File: src/rtl/toi2s_pkg.sv
// toi2s_pkg: amplifier power sequencer types and the amp register init table
package toi2s_pkg;
  typedef enum logic [2:0] {
    S_OFF, S_EN_WAIT, S_INIT, S_LOCK_WAIT, S_RUN, S_MUTE_DN, S_FAULT
  } amp_seq_state_t;
  typedef struct packed {
    logic [7:0] addr;
    logic [7:0] data;
  } amp_init_entry_t;
  localparam int INIT_LEN = 3;
  localparam int IDX_W = $clog2(INIT_LEN + 1);
  localparam amp_init_entry_t AMP_INIT_TABLE [INIT_LEN] = '{
    '{8'h01, 8'h80},
    '{8'h02, 8'h1F},
    '{8'h03, 8'h40}
  };
endpackage

File: src/rtl/amp_seq_ctrl.sv
// amp_seq_ctrl: amplifier power-up/init/unmute/power-down sequencer driving an I2C master
module amp_seq_ctrl
  import toi2s_pkg::*;
#(
  parameter int T_EN_CYC   = 1200,
  parameter int T_MUTE_CYC = 240,
  parameter int LOCK_CYC   = 4096,
  parameter int ACK_TO_CYC = 4095
) (
  input  logic       clk,
  input  logic       resetb,
  input  logic       ena,
  input  logic       sys_en,
  input  logic       audio_valid,
  output logic       i2c_req,
  output logic [7:0] i2c_addr,
  output logic [7:0] i2c_data,
  input  logic       i2c_ack,
  input  logic       i2c_nack,
  output logic       amp_nenable,
  output logic       amp_nmute,
  output logic       busy,
  output logic       fault,
  output logic [2:0] state_mon
);
  amp_seq_state_t state, ns;
  logic [15:0] cnt;
  logic [IDX_W-1:0] idx;
  logic [1:0] retry;
  logic abort, en, stop, done, nk, tmo;
  assign en   = ena & sys_en;
  assign stop = abort | ~en;
  assign done = i2c_req & (i2c_ack | i2c_nack);
  assign nk   = i2c_req & i2c_nack;
  assign tmo  = i2c_req & ~done & (cnt == 16'(ACK_TO_CYC - 1));
  // an aborted INIT only leaves once nothing is outstanding on the I2C side
  always_comb begin
    ns = state;
    case (state)
      S_OFF:       ns = en ? S_EN_WAIT : S_OFF;
      S_EN_WAIT:   ns = !en ? S_OFF : cnt == 16'(T_EN_CYC - 1) ? S_INIT : S_EN_WAIT;
      S_INIT:      ns = (done | tmo | ~i2c_req) & stop ? S_OFF :
                        (nk & retry == 2'd2) | tmo ? S_FAULT :
                        ~i2c_req & idx == IDX_W'(INIT_LEN) ? S_LOCK_WAIT : S_INIT;
      S_LOCK_WAIT: ns = !en ? S_OFF : audio_valid & cnt == 16'(LOCK_CYC - 1) ? S_RUN : S_LOCK_WAIT;
      S_RUN:       ns = !en ? S_MUTE_DN : !audio_valid ? S_LOCK_WAIT : S_RUN;
      S_MUTE_DN:   ns = cnt == 16'(T_MUTE_CYC - 1) ? S_OFF : S_MUTE_DN;
      S_FAULT:     ns = en ? S_FAULT : S_OFF;
      default:     ns = S_OFF;
    endcase
  end
  always_ff @(posedge clk or negedge resetb) begin
    if (!resetb) begin
      state       <= S_OFF;
      state_mon   <= 3'd0;
      amp_nenable <= 1'b1;
      amp_nmute   <= 1'b0;
      busy        <= 1'b0;
      fault       <= 1'b0;
      i2c_req     <= 1'b0;
      i2c_addr    <= 8'd0;
      i2c_data    <= 8'd0;
      cnt         <= 16'd0;
      idx         <= '0;
      retry       <= 2'd0;
      abort       <= 1'b0;
    end else begin
      state       <= ns;
      state_mon   <= ns;
      amp_nenable <= ns inside {S_OFF, S_FAULT};
      amp_nmute   <= ns == S_RUN;
      busy        <= ns inside {S_EN_WAIT, S_INIT, S_LOCK_WAIT, S_MUTE_DN};
      fault       <= ns == S_FAULT;
      abort       <= ns == S_INIT && stop;
      i2c_req     <= ns == S_INIT && state == S_INIT && !done;
      // the shared timer restarts on every state change, every request rise and every lock drop
      cnt         <= ns != state || (state == S_INIT && !i2c_req) || (state == S_LOCK_WAIT && !audio_valid) ?
                     16'd0 : cnt + {15'd0, cnt != 16'hFFFF};
      idx         <= state != S_INIT ? '0 : idx + IDX_W'(done & ~nk);
      retry       <= state != S_INIT ? 2'd0 : done ? (nk ? retry + 2'd1 : 2'd0) : retry;
      if (ns == S_INIT && state == S_INIT && !i2c_req)
        {i2c_addr, i2c_data} <= AMP_INIT_TABLE[idx];
    end
  end
endmodule

File: config.mk
export PLATFORM = sky130hd
export DESIGN_NAME = amp_seq_ctrl
export DESIGN_NICKNAME = d
export VERILOG_FILES = /design/src/rtl/toi2s_pkg.sv /design/src/rtl/amp_seq_ctrl.sv
export SDC_FILE = /design/constraint.sdc
export NUM_CORES = 1
export LEC_CHECK = 0
export CAP_MARGIN = 20
export CELL_PAD_IN_SITES_DETAIL_PLACEMENT = 1
export CELL_PAD_IN_SITES_GLOBAL_PLACEMENT = 2
export CORE_MARGIN = 8
export CORE_UTILIZATION = 34
export CTS_CLUSTER_SIZE = 40
export DETAILED_ROUTE_END_ITERATION = 16
export GPL_TIMING_DRIVEN = 1
export PLACE_DENSITY = 0.86
export SETUP_SLACK_MARGIN = 0.3
export SKIP_CTS_REPAIR_TIMING = 1
export SYNTH_ARGS = -nofsm -noshare
export SYNTH_HDL_FRONTEND = slang
export SYNTH_SLANG_ARGS = --single-unit
File: constraint.sdc
create_clock -name clk -period 2.6 [get_ports clk]
set_input_delay 0.65 -clock clk [delete_from_list [all_inputs] [get_ports clk]]
set_output_delay 0.65 -clock clk [all_outputs]
set_load 0.02 [all_outputs]
==> results.yml <==
route:
  drt_iter0_markers: 76
  ant_nets: 0
  route.detailed.drc: 0
  wl_per_cell_um: 16.8
  via_per_inst: 5.24
  drt_wl_total_um: 6160
  drt-pass1-iter-count: 4
  via_count: 1924
clock_network:
  htreeDepth: 2
  worstSkewPairLatency_ps: 280
  cts_tree: "built"
  clock-sinks: 34
  numCtsBuffers: 5
  clk_pin_slew_ps: 80
  root_buffer: "clkbuf_8"
  ctsLongestPathBuffers: 2
layout:
  fillerInstances: 702
  drive_gt1_share_pct: 39.7
  nets: 304
  final_common_cell: "buf_4"
  finalInstanceArea_um2: 3070
  layout.cells.most_common_list: "42 x buf_4, 23 x nand4_1, 23 x dfrtp_1"
  syn2layout_area_growth_pct: 41.6
  final_cells: 367
  diodes: 0
worst_setup_path:
  startpoint: "sys_en"
  crit_type: "primary input to register"
  endpoint_kind: "register"
  path_cells: "clkbuf_2, nand2_8, or3_4, or4_4, nand2_2, and4_4, mux2_4"
  worst-r2r-setup-slack_ps: 290
  crit_family: "simple AND/OR/NAND/NOR gates"
  cp.required_ps: 2770
  crit_path_max_incr_delay_ps: 580
  reg2reg_depth: 6
  r2r_end: "i2c_data[7]$_DFFE_PN0P_"
  worstReg2RegStart: "cnt[13]$_DFF_PN0_"
  critPathSlowestCell: "or4_4"
  worstPathArrival_ps: 2500
  crit_buf_inv: 1
  start_kind: "primary input"
  path_max_fanout: 5
placement:
  gp_routability_congestion: 0.817
  portBuffers: 23
  dp_hpwl_um: 4110
  post_dp_cell_area_um2: 2610
  dp_cells: 335
global_routing:
  grt_pass1_vias: 1922
  grt_pass1_wl_um: 9430
  grt_overflow: 0
  gr-usage-all-layers_pct: 13.1
  grt_max_degree: 35
  grt_antenna_before_repair: 0
timing:
  rsz0062_at_grt: "true"
  fin_crit_sh_pct: 89.3
  min_period_ps: 2320
  worst_pin_slew_ps: 559
  finalHoldViolCount: 0
  clock_skew_ps: 5.65
  fin_tns_setup_ps: 0
  relSlewSlack_pct: 61.8
  fmax_ghz: 0.430
  slew_viol_final: 0
  whs_ps: 493
  setup_viol: 0
job:
  cap_viol_max_count: 0
yosys:
  avgSynthCellArea_um2: 9.49
  synth_ff_type: "dfrtp_1"
  synth_edf_count: 0
  yosysTopAreaCellShare_pct: 38.2
  syn_inst: 228
  synth_top_area_cell: "dfrtp_1"
  synth-seq-cells: 34
  synthTopCellsByArea: "dfrtp_1 38%, nand4_1 6.6%, nor2_1 5.2%, ha_1 4.6%, xnor2_1 4.0%"
  async_flop_share_pct: 100
  ys_warn_count: 0
  ys_seq_area_share_pct: 39.4
  synth_cell_types: 56
  syn_area_um2: 2160
pwr:
  power_density_nw_per_um2: 607
  p_leak_uw: 0.00134
  ir_drop_mv: 0.375
  total_power_uw: 1860
floorplan:
  die_h_um: 95.8
  fp.dieW_um: 95.8
  fp.dieArea_um2: 9180
  ios: 31
  coreArea_um2: 6240
  fp-row-count: 29
  initial_core_util_pct: 34.7
hold_path:
  hold_start: "retry[0]$_DFFE_PN0P_"
  worstHoldPathType: "register to register"
  hold_path_depth: 1
  holdPathEnd: "retry[0]$_DFFE_PN0P_"
run_status:
  run_status: "finished, final reports clean"
[area by class of cell]
| type | instances | area, um^2 | share of cell area (%) |
|---|---|---|---|
| Sequential cell | 34 | 865 | 28.2 |
| Multi-Input combinational cell | 168 | 1360 | 44.3 |
| Clock buffer | 6 | 82.6 | 2.69 |
| Tap cell | 77 | 96.3 | 3.14 |
| Clock inverter | 2 | 12.5 | 0.408 |
| Timing Repair Buffer | 69 | 609 | 19.9 |
| Inverter | 11 | 41.3 | 1.35 |
[where the power goes]
| part | leakage (uW) | switching (uW) | internal (uW) | total [uW] |
|---|---|---|---|---|
| Combinational | 0.000847 | 432 | 363 | 795 |
| Clock | 0.0000472 | 208 | 213 | 421 |
| Sequential | 0.000444 | 50.1 | 593 | 644 |
| Total | 0.00134 | 690 | 1170 | 1860 |
[routing by layer]
layer / up-vias / global-route usage, % / share of wire, %
li1: 926 / - / -
met1: 967 / 15.4 / 42
met2: 25 / 23.0 / 53
met3: 6 / 2.81 / 4.0
met4: 0 / 4.23 / 0.99
met5: - / 0 / 0
[sequential cells by signal, summed over array words and instances, names as in the netlist, 2 cells and up]
name      flops
cnt          16
i2c_data      3
state         3
i2c_addr      2
idx           2
retry         2
[synthesized netlist by cell type (2+ instances only)]
cell type / count
nor2_1: 30
nand4_1: 23
nor4bb_1: 2
dfrtp_1: 33
buf_2: 2
clkbuf_1: 6
nand3_1: 9
nand2_1: 13
inv_1: 11
nor4_1: 2
buf_6: 2
mux2_4: 4
nor3_2: 2
nor3_1: 6
xor2_1: 5
a2111oi_0: 2
a21oi_1: 2
a31oi_1: 2
mux2_2: 3
buf_4: 11
xnor2_1: 10
or3_1: 2
ha_1: 8
and4_1: 5
nand2b_1: 2
[worst max-delay path by stage]
stage                              endpoint  depth (start not counted)
global placement    i2c_data[4]$_DFFE_PN0P_                          7
finish              i2c_data[7]$_DFFE_PN0P_                          7
floorplan           i2c_addr[1]$_DFFE_PN0P_                          7
global route              cnt[10]$_DFF_PN0_                         10
CTS                 i2c_data[7]$_DFFE_PN0P_                          7
detailed placement  i2c_data[7]$_DFFE_PN0P_                          7
[logic make-up after synthesis]
kind of cell	share of synthesized area, %
buffers and inverters	8.67
and+or+nand+nor	29.8
xor gates and xnor gates	6.07
muxes	4.80
DFF	39.4
other	0.173
AOI/OAI and AO/OA	6.47
adders and majority gates	4.62
[metrics by stage]
step           worst slack, ps  util [%]
4_1_cts                  -62.6      43.3
2_1_floorplan              264         -
5_1_grt                    203      49.1
3_5_place_dp              -367      41.7
3_3_place_gp              -344      41.7
6_report                   277      49.1
Note: power is estimated with default switching activity, not from simulation.
